`src/rtl/multi_edge_detector.sv`:
```
// rtl/multi_edge_detector.sv - multi-channel synchronised edge detector
// Per channel: sync chain, mode-masked edge pulses, retriggerable stretch, sticky flag, saturating count.
module multi_edge_detector #(
  parameter int N_CH        = 4,
  parameter int SYNC_STAGES = 2,
  parameter int PULSE_LEN   = 1,
  parameter int CNT_W       = 8
) (
  input  logic                  i_clk,
  input  logic                  i_rst,
  input  logic [N_CH-1:0]       i_lvl,
  input  logic [2*N_CH-1:0]     i_mode,
  input  logic [N_CH-1:0]       i_clr,
  output logic [N_CH-1:0]       o_edge,
  output logic [N_CH-1:0]       o_rise,
  output logic [N_CH-1:0]       o_fall,
  output logic [N_CH-1:0]       o_sticky,
  output logic [N_CH*CNT_W-1:0] o_count
);

  localparam int WARM = SYNC_STAGES + 1;
  localparam int WW   = $clog2(WARM + 1);
  localparam int SW   = $clog2(PULSE_LEN + 1);
  localparam logic [WW-1:0]    WARM_V  = WW'(WARM);
  localparam logic [SW-1:0]    PULSE_V = SW'(PULSE_LEN);
  localparam logic [CNT_W-1:0] CNT_MAX = '1;

  logic [N_CH-1:0][SYNC_STAGES-1:0] sync_q, sync_d;
  logic [N_CH-1:0]                  prev_q, prev_d;
  logic [N_CH-1:0]                  rise_q, rise_d;
  logic [N_CH-1:0]                  fall_q, fall_d;
  logic [N_CH-1:0]                  sticky_q, sticky_d;
  logic [N_CH-1:0][SW-1:0]          stretch_q, stretch_d;
  logic [N_CH-1:0][CNT_W-1:0]       count_q, count_d;
  logic [WW-1:0]                    warm_q, warm_d;
  logic                             armed;
  logic [N_CH-1:0]                  lvl_s;
  logic [N_CH-1:0]                  qual;

  // Edges are suppressed until the sync chain and prev register hold real samples.
  assign armed  = (warm_q == WARM_V);
  assign warm_d = armed ? warm_q : warm_q + WW'(1);

  always_comb begin
    sync_d    = sync_q;
    prev_d    = prev_q;
    rise_d    = '0;
    fall_d    = '0;
    sticky_d  = sticky_q;
    stretch_d = stretch_q;
    count_d   = count_q;
    lvl_s     = '0;
    qual      = '0;
    for (int k = 0; k < N_CH; k++) begin
      lvl_s[k]  = sync_q[k][SYNC_STAGES-1];
      sync_d[k] = {sync_q[k][SYNC_STAGES-2:0], i_lvl[k]};
      prev_d[k] = lvl_s[k];
      rise_d[k] = armed & lvl_s[k] & ~prev_q[k] & i_mode[2*k];
      fall_d[k] = armed & ~lvl_s[k] & prev_q[k] & i_mode[2*k+1];
      qual[k]   = rise_d[k] | fall_d[k];

      if (qual[k]) begin
        stretch_d[k] = PULSE_V;
      end else if (stretch_q[k] != '0) begin
        stretch_d[k] = stretch_q[k] - SW'(1);
      end

      // A clear coinciding with an edge still records that edge.
      if (qual[k]) begin
        sticky_d[k] = 1'b1;
      end else if (i_clr[k]) begin
        sticky_d[k] = 1'b0;
      end

      if (i_clr[k]) begin
        count_d[k] = qual[k] ? CNT_W'(1) : '0;
      end else if (qual[k] && (count_q[k] != CNT_MAX)) begin
        count_d[k] = count_q[k] + CNT_W'(1);
      end
    end
  end

  always_ff @(posedge i_clk or posedge i_rst) begin
    if (i_rst) begin
      sync_q    <= '0;
      prev_q    <= '0;
      rise_q    <= '0;
      fall_q    <= '0;
      sticky_q  <= '0;
      stretch_q <= '0;
      count_q   <= '0;
      warm_q    <= '0;
    end else begin
      sync_q    <= sync_d;
      prev_q    <= prev_d;
      rise_q    <= rise_d;
      fall_q    <= fall_d;
      sticky_q  <= sticky_d;
      stretch_q <= stretch_d;
      count_q   <= count_d;
      warm_q    <= warm_d;
    end
  end

  always_comb begin
    o_edge = '0;
    for (int k = 0; k < N_CH; k++) begin
      o_edge[k] = (stretch_q[k] != '0);
    end
  end

  assign o_rise   = rise_q;
  assign o_fall   = fall_q;
  assign o_sticky = sticky_q;
  assign o_count  = count_q;

endmodule

```
`config.mk`:
```
export PLATFORM = sky130hd
export DESIGN_NAME = multi_edge_detector
export DESIGN_NICKNAME = d
export VERILOG_FILES = /design/src/rtl/multi_edge_detector.sv
export SDC_FILE = /design/constraint.sdc
export NUM_CORES = 1
export LEC_CHECK = 0
export BUFFER_PORTS_ARGS = -buffer_cell sky130_fd_sc_hd__buf_2
export CAP_MARGIN = 20
export CORE_MARGIN = 2
export CORE_UTILIZATION = 35
export DETAILED_ROUTE_END_ITERATION = 10
export PLACE_DENSITY = 0.66
export RECOVER_POWER = 25
export SLEW_MARGIN = 20
export SYNTH_ARGS = -nofsm -noshare
export SYNTH_HDL_FRONTEND = slang
export SYNTH_SLANG_ARGS = --single-unit
```
`constraint.sdc`:
```
create_clock -name i_clk -period 3.8 [get_ports i_clk]
set_input_delay 0.38 -clock i_clk [delete_from_list [all_inputs] [get_ports i_clk]]
set_output_delay 0.38 -clock i_clk [all_outputs]
set_load 0.005 [all_outputs]
```
==> flow_metrics.py, run 1 <==
metrics = {
    "setup_path": {
        "critical_path.max_fanout": 16,
        "slowest_delay_ns": 0.66,
        "cp-startpoint": "warm_q[0]",
        "startpoint_type": "flip-flop",
        "timing.rr.start": "warm_q[0]",
        "rr_worst_depth": 6,
        "reg2reg_slack_ns": 1.54,
        "crit_type": "flip-flop to flip-flop",
        "cp.arrival_ns": 2.43,
        "critPathTopFamily": "simple AND/OR/NAND/NOR gates",
        "critPathRequiredTime_ns": 3.97,
        "critPathCaptureType": "flip-flop",
        "slowest_stage": "nor2_1",
        "crit_buf_inv": 1,
        "worstPathCellList": "ha_1 -> and4b_1 -> nor2_1 -> inv_1 -> nand2_1 -> o311ai_0",
        "reg2reg_to": "o_count[16]",
    },
    "min_path": {
        "hp-start": "i_lvl[3]",
        "min_path_cells": 1,
        "hold_end": "sync_d[7]",
        "hold_class": "primary input to flip-flop",
    },
    "synthesis": {
        "ys_ff_latch": 62,
        "yosysTopAreaCell": "dfrtp_1",
        "synth_edf_count": 0,
        "synth_area_leaders": "dfrtp_1, a21oi_1, o21ai_0",
        "yosysWarnings": 0,
        "synth_ff_type": "dfrtp_1",
        "ys_seq_area_frac": 0.5741,
        "syn_nets": 272,
        "synth_area_um2": 2703,
        "syn_inst": 249,
        "yosys.area.top_type_share": 0.5741,
        "yosysMostFrequentCell": "dfrtp_1",
        "netlist_top_cells_count": "dfrtp_1, a21oi_1, inv_1, nand2_1, o21ai_0",
        "synth-async-reset-ratio": 1.000,
        "syn_avg_cell_area_um2": 10.85,
        "synth.distinct_cells": 45,
    },
    "grt": {
        "antenna_found_initial": 0,
        "grt_start_max_net_pins": 33,
        "met3_usage": 0.03780,
        "grt_usage": 0.1380,
        "use_met2": 0.2102,
        "gr-max-usage-layer": "met2",
        "gr-total-overflow": 0,
        "grt_pass1_vias": 1927,
        "grt_use_met1": 0.1835,
        "grt_pass1_wl_mm": 9.252,
    },
    "detailed_routing": {
        "routed_via_density": 5.092,
        "routedWlPerCell_um": 13.22,
        "via_count": 2149,
        "drt-pass1-iter-count": 4,
        "drc": 0,
        "drt_iter0_markers": 42,
        "totalWireLength_mm": 5.577,
        "drtAntennaViolNets": 0,
    },
    "die": {
        "initial_utilization": 0.3553,
        "coreArea_um2": 7607,
        "die_h_um": 91.88,
        "dieWidth_um": 91.88,
        "num_rows": 32,
        "die_area_um2": 8441,
        "io-pin-count": 66,
    },
    "placed_design": {
        "gp_congestion": 0.7997,
        "dpl.hpwl_mm": 3.949,
        "dp_slack_ns": 1.549,
        "port_buffers": 65,
    },
    "sta": {
        "slew_viol_final": 0,
        "hold_viol": 0,
        "min_period_ns": 2.260,
        "tightestPinTransition_ns": 1.162,
        "fin_skew_ns": 0.006878,
        "fin_setup_tns_ns": 0,
        "min_period_over_period": 0.5948,
        "finalSetupViolCount": 0,
        "setup_ws_ns": 1.540,
        "clock.fmax_ghz": 0.4424,
        "rsz0062_at_grt": "no",
        "slew_headroom": 0.2246,
    },
    "final_layout": {
        "fin_nets": 339,
        "antennaDiodeCount": 0,
        "area.growth.synth_to_final_pct": 21.16,
        "final_util": 0.4304,
        "fillers": 760,
        "drive_gt1_frac": 0.2594,
    },
    "power": {
        "p_per_area_nw_per_um2": 399.1,
        "power_mw": 1.307,
        "vdd_drop_max_mv": 0.1604,
        "power.leakage_nw": 1.562,
    },
    "run": {
        "maxCapViolations": 0,
    },
    "clocking": {
        "hold_buffers": 0,
        "ctsHtreeMaxLevel": 3,
        "cts_tree": "yes",
        "cts.sinks": 62,
        "cts-root-buf": "clkbuf_8",
        "clockBufferDepth": 2,
        "cts_buffers": 9,
        "clk_pin_slew_worst_paths_ns": 0.07,
        "postCtsSetupBuffers": 0,
        "clk_latency_ns": 0.33,
        "cts_resized": 0,
    },
    "status": {
        "status": "finished, final reports clean",
    },
}
area by class of cell:
cell class              instances  area [um2]  share of cell area
repair buffers                 66       332.8              0.1016
multi-input cells             160        1031              0.3149
inverters                      17       63.81             0.01949
clock buffers                  14       162.7             0.04968
clock inverters                 1       5.005            0.001528
flip-flops and latches         62        1551              0.4738
well taps                     102       127.6             0.03898
stage by stage:
stage          std cells  instance area [um2]  hold WS (ns)
6_report             422                 3274        0.1575
5_1_grt              422                 3274        0.1421
4_1_cts              422                 3274        0.1425
3_5_place_dp         407                 3107        0.3347
3_3_place_gp         407                 3107        0.3325
2_1_floorplan        249                 2703        0.3312
where the power goes:
group,switching [mW],internal (mW),total [mW]
registers,0.0208,0.688,0.709
clock network,0.229,0.269,0.498
logic,0.0589,0.0413,0.100
total,0.309,0.998,1.31
cell usage in the layout, fill, tap and decap left out, types with 4 or more instances in the layout:
master,instances
buf_2,65
dfrtp_1,62
a21oi_1,20
inv_1,17
nand2_1,16
o21ai_0,14
nor2_1,12
nand3_1,12
clkbuf_8,11
or4_1,9
o31ai_1,7
and4b_1,6
or3_1,6
ha_1,5
nor3_1,4
a31oi_1,4
nand3b_1,4
kinds of logic after synthesis:
group	Yosys count	share of synthesized area
AOI/OAI and AO/OA	62	0.1468
xor gates and xnor gates	1	0.003241
adders and majority gates	5	0.02315
buffers and inverters	27	0.04444
DFF	62	0.5741
muxes	5	0.01944
and+or+nand+nor	87	0.1889
flip-flops by register name, indices dropped and copies added, names as in the netlist:
signal and cells:
o_rise 4, o_count 32, o_edge 4, prev_q 4
lvl_s 4, warm_q 2, sync_d 4, o_sticky 4
o_fall 4
worst max path at each step:
| stage | slack [ns] | endpoint | depth (start not counted) |
|---|---|---|---|
| global route | 1.28 | o_count[16] | 6 |
| CTS | 1.54 | o_count[16] | 6 |
| detailed placement | 1.55 | o_count[0] | 6 |
| finish | 1.54 | o_count[16] | 6 |
| global placement | 1.64 | o_count[0] | 6 |
| floorplan | 1.88 | lvl_s[0] | 1 |
per-layer routing:
metal	up-vias	share of wire
met4	0	0.013
met3	8	0.057
li1	1059	-
met5	-	0
met2	47	0.48
met1	1035	0.45
Power figures use the tool's default switching activity.
==> run 2: changes to the inputs <==
--- a/config.mk
+++ b/config.mk
@@ -10,7 +10,7 @@
 export CORE_MARGIN = 2
 export CORE_UTILIZATION = 35
 export DETAILED_ROUTE_END_ITERATION = 10
-export PLACE_DENSITY = 0.66
+export PLACE_DENSITY = 0.68
 export RECOVER_POWER = 25
 export SLEW_MARGIN = 20
 export SYNTH_ARGS = -nofsm -noshare
==> constraint.sdc (replaced) <==
create_clock -name i_clk -period 1.85 [get_ports i_clk]
set_input_delay 0.185 -clock i_clk [delete_from_list [all_inputs] [get_ports i_clk]]
set_output_delay 0.185 -clock i_clk [all_outputs]
set_load 0.005 [all_outputs]
==> run 2 against run 1 <==
Compared with the run above: hold slack lost 0.020 ns; non-clock buffer count is 23 higher; final cell count rose by 5.7%; register-to-register slack got worse by 1.5 ns; largest power group unchanged.
==> flow_metrics.py, run 2 (same netlist as run 1, synthesis figures left out) <==
metrics = {
    "setup_path": {
        "reg2reg_to": "o_count[28]",
        "reg2reg_slack_ns": 0.06,
        "critical_path.max_fanout": 7,
        "startpoint_type": "flip-flop",
        "timing.rr.start": "warm_q[0]",
        "crit_type": "flip-flop to flip-flop",
        "rr_worst_depth": 6,
        "critPathRequiredTime_ns": 2.10,
        "cp.arrival_ns": 2.04,
        "critPathCaptureType": "flip-flop",
    },
    "clocking": {
        "cts-root-buf": "clkbuf_8",
        "cts.sinks": 62,
        "ctsHtreeMaxLevel": 3,
        "clk_pin_slew_worst_paths_ns": 0.07,
        "cts_tree": "yes",
        "clockBufferDepth": 2,
        "cts_buffers": 9,
        "clk_latency_ns": 0.33,
    },
    "sta": {
        "fin_skew_ns": 0.01062,
        "setup_ws_ns": 0.06075,
        "slew_headroom": 0.4366,
        "rsz0062_at_grt": "yes",
        "tightestPinTransition_ns": 0.8451,
        "hold_viol": 0,
        "min_period_over_period": 0.9672,
        "fin_hold_ws_ns": 0.1374,
        "min_period_ns": 1.789,
        "clock.fmax_ghz": 0.5589,
        "slew_viol_final": 0,
        "finalSetupViolCount": 0,
    },
    "die": {
        "die_area_um2": 8441,
        "num_rows": 32,
        "initial_utilization": 0.3553,
        "coreArea_um2": 7607,
        "die_h_um": 91.88,
        "io-pin-count": 66,
        "dieWidth_um": 91.88,
    },
    "grt": {
        "grt_pass1_wl_mm": 10.09,
        "grt_pass1_vias": 2139,
        "grt_usage": 0.1481,
        "grt_start_max_net_pins": 63,
        "antenna_found_initial": 0,
        "gr-total-overflow": 0,
    },
    "final_layout": {
        "regArea_um2": 1551,
        "largest_reg_flops": 32,
        "final_common_cell": "buf_2",
        "layout_common_cells": "buf_2, dfrtp_1, a21oi_1",
        "antennaDiodeCount": 0,
        "fin_nets": 362,
        "final_cells": 446,
        "multi_input_area_um2": 1051,
        "fillers": 716,
        "drive_gt1_frac": 0.3052,
        "area.growth.synth_to_final_pct": 30.93,
    },
    "placed_design": {
        "dp_slack_ns": -0.01380,
        "dpl.hpwl_mm": 4.042,
        "place_inst": 424,
        "gp_congestion": 0.8217,
        "port_buffers": 65,
    },
    "min_path": {
        "hold_end": "o_count[14]",
        "hold_class": "primary input to flip-flop",
        "min_path_cells": 2,
        "hp-start": "i_clr[1]",
    },
    "detailed_routing": {
        "drtAntennaViolNets": 0,
        "drt_iter0_markers": 57,
        "via_count": 2257,
        "totalWireLength_mm": 5.851,
        "routedWlPerCell_um": 13.12,
        "drc": 0,
        "routed_via_density": 5.061,
        "drt-pass1-iter-count": 4,
    },
    "power": {
        "vdd_drop_max_mv": 0.5716,
        "power_mw": 2.994,
        "power.leakage_nw": 1.692,
        "p_per_area_nw_per_um2": 846.2,
    },
    "run": {
        "maxCapViolations": 0,
    },
    "status": {
        "status": "finished, final reports clean",
    },
}
run 2: changes by cell type in the layout (fill, tap and decap cells not counted), moves of 2 or more:
| cell | before | now |
|---|---|---|
| a21oi_2 | 0 | 2 |
| bufinv_16 | 0 | 2 |
| buf_4 | 1 | 17 |
| dlygate4sd3_1 | 0 | 5 |
| buf_2 | 65 | 63 |
| a21oi_1 | 20 | 18 |
run 2: routing by layer:
metal,vias up,wire length (um),global-route usage
li1,1107,-,-
met1,1101,2764,0.2012
met2,45,2791,0.2286
met3,4,230,0.03040
met4,0,64,0.06716
met5,-,0,0
run 2: final cells by class:
class,instances,share of cell area
clock buffer,12,0.04102
sequential,62,0.4385
clock inverter,4,0.01980
inverter,17,0.01803
timing repair buffer,89,0.1496
multi-input combinational,160,0.2970
tap,102,0.03607
run 2: report_power, final:
group	leakage (nW)	internal, mW	switching (mW)
clock	0.110	0.793	0.503
combinational	0.776	0.115	0.135
sequential	0.806	1.41	0.0365
run 2: through the flow:
step / area [um2] / TNS, ns / util
5_1_grt: 3538 / -0.02431 / 0.4651
4_1_cts: 3527 / 0 / 0.4637
3_5_place_dp: 3259 / -0.01381 / 0.4285
6_report: 3538 / 0 / 0.4651
2_1_floorplan: 2703 / 0 / -
3_3_place_gp: 3259 / 0 / 0.4285
run 2: worst max-delay path by stage:
stage	startpoint	depth (start not counted)	endpoint	slack, ns
6_report	warm_q[0]	6	o_count[28]	0.06
5_1_grt	warm_q[0]	6	o_count[11]	-0.01
4_1_cts	warm_q[0]	6	o_count[28]	0.05
3_5_place_dp	warm_q[0]	6	o_count[28]	-0.01
3_3_place_gp	warm_q[0]	6	o_count[5]	0.05
2_1_floorplan	o_count[16]	6	o_count[20]	0.10
run 2: timing repair:
| item | in CTS | in global routing |
|---|---|---|
| endpoints found under the hold margin | 66 | 0 |
| hold buffers | 5 | 0 |
| pin swaps | 0 | 1 |
| setup buffers | 0 | 1 |
| endpoints found under the setup margin | 7 | 18 |
| gates resized for setup | 1 | 3 |
run 2: critical path, stage by stage (launching register included):
cell	delay, ns
dfrtp_1	0.40
ha_4	0.19
buf_4	0.12
nand4b_1	0.20
a22o_1	0.31
or3_1	0.35
a21oi_1	0.15
==> run 3: changes to the inputs <==
--- a/config.mk
+++ b/config.mk
@@ -10,7 +10,7 @@
 export CORE_MARGIN = 2
 export CORE_UTILIZATION = 35
 export DETAILED_ROUTE_END_ITERATION = 10
-export PLACE_DENSITY = 0.68
+export PLACE_DENSITY = 0.66
 export RECOVER_POWER = 25
 export SLEW_MARGIN = 20
 export SYNTH_ARGS = -nofsm -noshare
==> constraint.sdc (replaced) <==
create_clock -name i_clk -period 1.91 [get_ports i_clk]
set_input_delay 0.191 -clock i_clk [delete_from_list [all_inputs] [get_ports i_clk]]
set_output_delay 0.191 -clock i_clk [all_outputs]
set_load 0.005 [all_outputs]
==> run 3 against run 2 <==
Compared with the run above: maximum frequency increased by 1.0%; global-route usage decreased by 0.29 points; critical path type unchanged; combinational power decreased by 13%.
==> flow_metrics.py, run 3 (same netlist as run 1, synthesis figures left out) <==
metrics = {
    "sta": {
        "slew_headroom": 0.4446,
        "fin_setup_tns_ns": 0,
        "setup_ws_ns": 0.1392,
        "tightestPinTransition_ns": 0.8331,
        "hold_viol": 0,
        "slew_viol_final": 0,
        "clock.fmax_ghz": 0.5647,
        "rsz0062_at_grt": "no",
        "fin_hold_ws_ns": 0.1554,
        "min_period_ns": 1.771,
        "fin_skew_ns": 0.004919,
        "min_period_over_period": 0.9271,
        "finalSetupViolCount": 0,
    },
    "final_layout": {
        "layout_common_cells": "buf_2, dfrtp_1, a21oi_1",
        "final_util": 0.4495,
        "drive_gt1_frac": 0.2823,
        "fin_nets": 352,
        "largest_reg_flops": 32,
        "antennaDiodeCount": 0,
        "final_common_cell": "buf_2",
        "area.growth.synth_to_final_pct": 26.53,
        "fillers": 746,
    },
    "detailed_routing": {
        "routedWlPerCell_um": 13.16,
        "wl_met2_mm": 2.640,
        "via_count": 2178,
        "drt-pass1-iter-count": 4,
        "drtAntennaViolNets": 0,
        "route.met3.wl_um": 257,
        "drc": 0,
        "drt-met1-wl_mm": 2.708,
        "routed_via_density": 5.007,
        "totalWireLength_mm": 5.723,
        "drt_iter0_markers": 119,
        "top_layer_used": "met4",
    },
    "setup_path": {
        "critPathRequiredTime_ns": 2.12,
        "crit_type": "flip-flop to flip-flop",
        "rr_worst_depth": 6,
        "critPathCaptureType": "flip-flop",
        "startpoint_type": "flip-flop",
        "cp.arrival_ns": 1.98,
        "critical_path.max_fanout": 9,
    },
    "status": {
        "status": "finished, final reports clean",
    },
    "grt": {
        "gr-total-overflow": 0,
        "grt_pass1_wl_mm": 9.687,
        "antenna_found_initial": 0,
        "grt_start_max_net_pins": 63,
        "grt_pass1_vias": 2080,
        "grt_usage": 0.1452,
    },
    "placed_design": {
        "dpl.hpwl_mm": 3.933,
        "port_buffers": 65,
        "dp_slack_ns": 0.006978,
        "gp_congestion": 0.7704,
    },
    "clocking": {
        "clk_latency_ns": 0.33,
        "clk_pin_slew_worst_paths_ns": 0.06,
        "cts.sinks": 62,
        "cts_buffers": 9,
        "cts_tree": "yes",
        "clockBufferDepth": 2,
        "ctsHtreeMaxLevel": 3,
        "cts-root-buf": "clkbuf_8",
    },
    "min_path": {
        "hold_class": "primary input to flip-flop",
        "min_path_cells": 2,
    },
    "die": {
        "die_h_um": 91.88,
        "coreArea_um2": 7607,
        "die_area_um2": 8441,
        "num_rows": 32,
        "io-pin-count": 66,
        "dieWidth_um": 91.88,
        "initial_utilization": 0.3553,
    },
    "run": {
        "maxCapViolations": 0,
    },
    "power": {
        "p_per_area_nw_per_um2": 787.8,
        "seqPwrFrac": 0.523,
        "switching_share": 0.2309,
        "vdd_drop_max_mv": 0.3781,
        "p_int_mw": 2.072,
        "power_mw": 2.694,
        "p_comb_frac": 0.080,
        "pwr-share-clk": 0.397,
        "p_switching_mw": 0.6221,
        "power.leakage_nw": 1.629,
    },
}
[run 3: cell types whose count changed in the layout (fill, tap and decap cells not counted), moves of 2 or more]
cell,delta
buf_4,-9
clkbuf_8,+3
buf_2,+2
bufinv_16,-2
clkinv_2,-2
[run 3: worst max-delay path, stage by stage (launching register included)]
cell and delay [ns]:
dfrtp_1 0.41, ha_4 0.19, buf_4 0.14, and4b_1 0.24, o22ai_2 0.38, mux2i_1 0.24, nor2_1 0.05
[run 3: metrics by stage]
stage,std cells,area [um2]
after global placement,414,3172
after CTS,434,3412
after floorplan,249,2703
after global routing,435,3420
final,435,3420
after detailed placement,414,3172
[run 3: per-layer routing]
| layer | track usage | vias to the layer above |
|---|---|---|
| li1 | - | 1088 |
| met3 | 0.03287 | 10 |
| met2 | 0.2249 | 52 |
| met4 | 0.07090 | 0 |
| met5 | 0 | - |
| met1 | 0.1925 | 1028 |
[run 3: power by group through the flow]
stage	Combinational [mW]	Sequential, mW	Clock [mW]
global placement	0.213	1.43	0
CTS	0.226	1.41	1.12
global route	0.250	1.42	1.19
finish	0.217	1.41	1.07
detailed placement	0.217	1.43	0
floorplan	0.113	1.43	0
[run 3: layout make-up]
class	instances	area (um2)	area share
multi-input cells	160	1047	0.3063
well taps	102	127.6	0.03732
clock buffers	15	186.4	0.05452
repair buffers	79	442.9	0.1295
flip-flops and latches	62	1551	0.4537
inverters	17	63.81	0.01866
[run 3: path summary, 6_finish.rpt]
kind	start	slack, ns	to
worst max-delay path	warm_q[0]	0.14	o_count[9]
worst min-delay path	i_clr[2]	0.16	o_count[18]
worst max register to register	warm_q[0]	0.14	o_count[9]
worst min register to register	sync_d[3]	0.35	lvl_s[1]
max in group asynchronous	i_rst	0.69	lvl_s[3]
min in group asynchronous	i_rst	0.69	o_edge[2]
[run 3: what timing repair did]
| item | 4_1_cts | 5_1_grt |
|---|---|---|
| setup buffers | 0 | 1 |
| hold endpoints to repair | 66 | 0 |
| hold buffers | 5 | 0 |
| pin swaps | 0 | 1 |
| endpoints found under the setup margin | 1 | 21 |
| resized for setup | 1 | 2 |
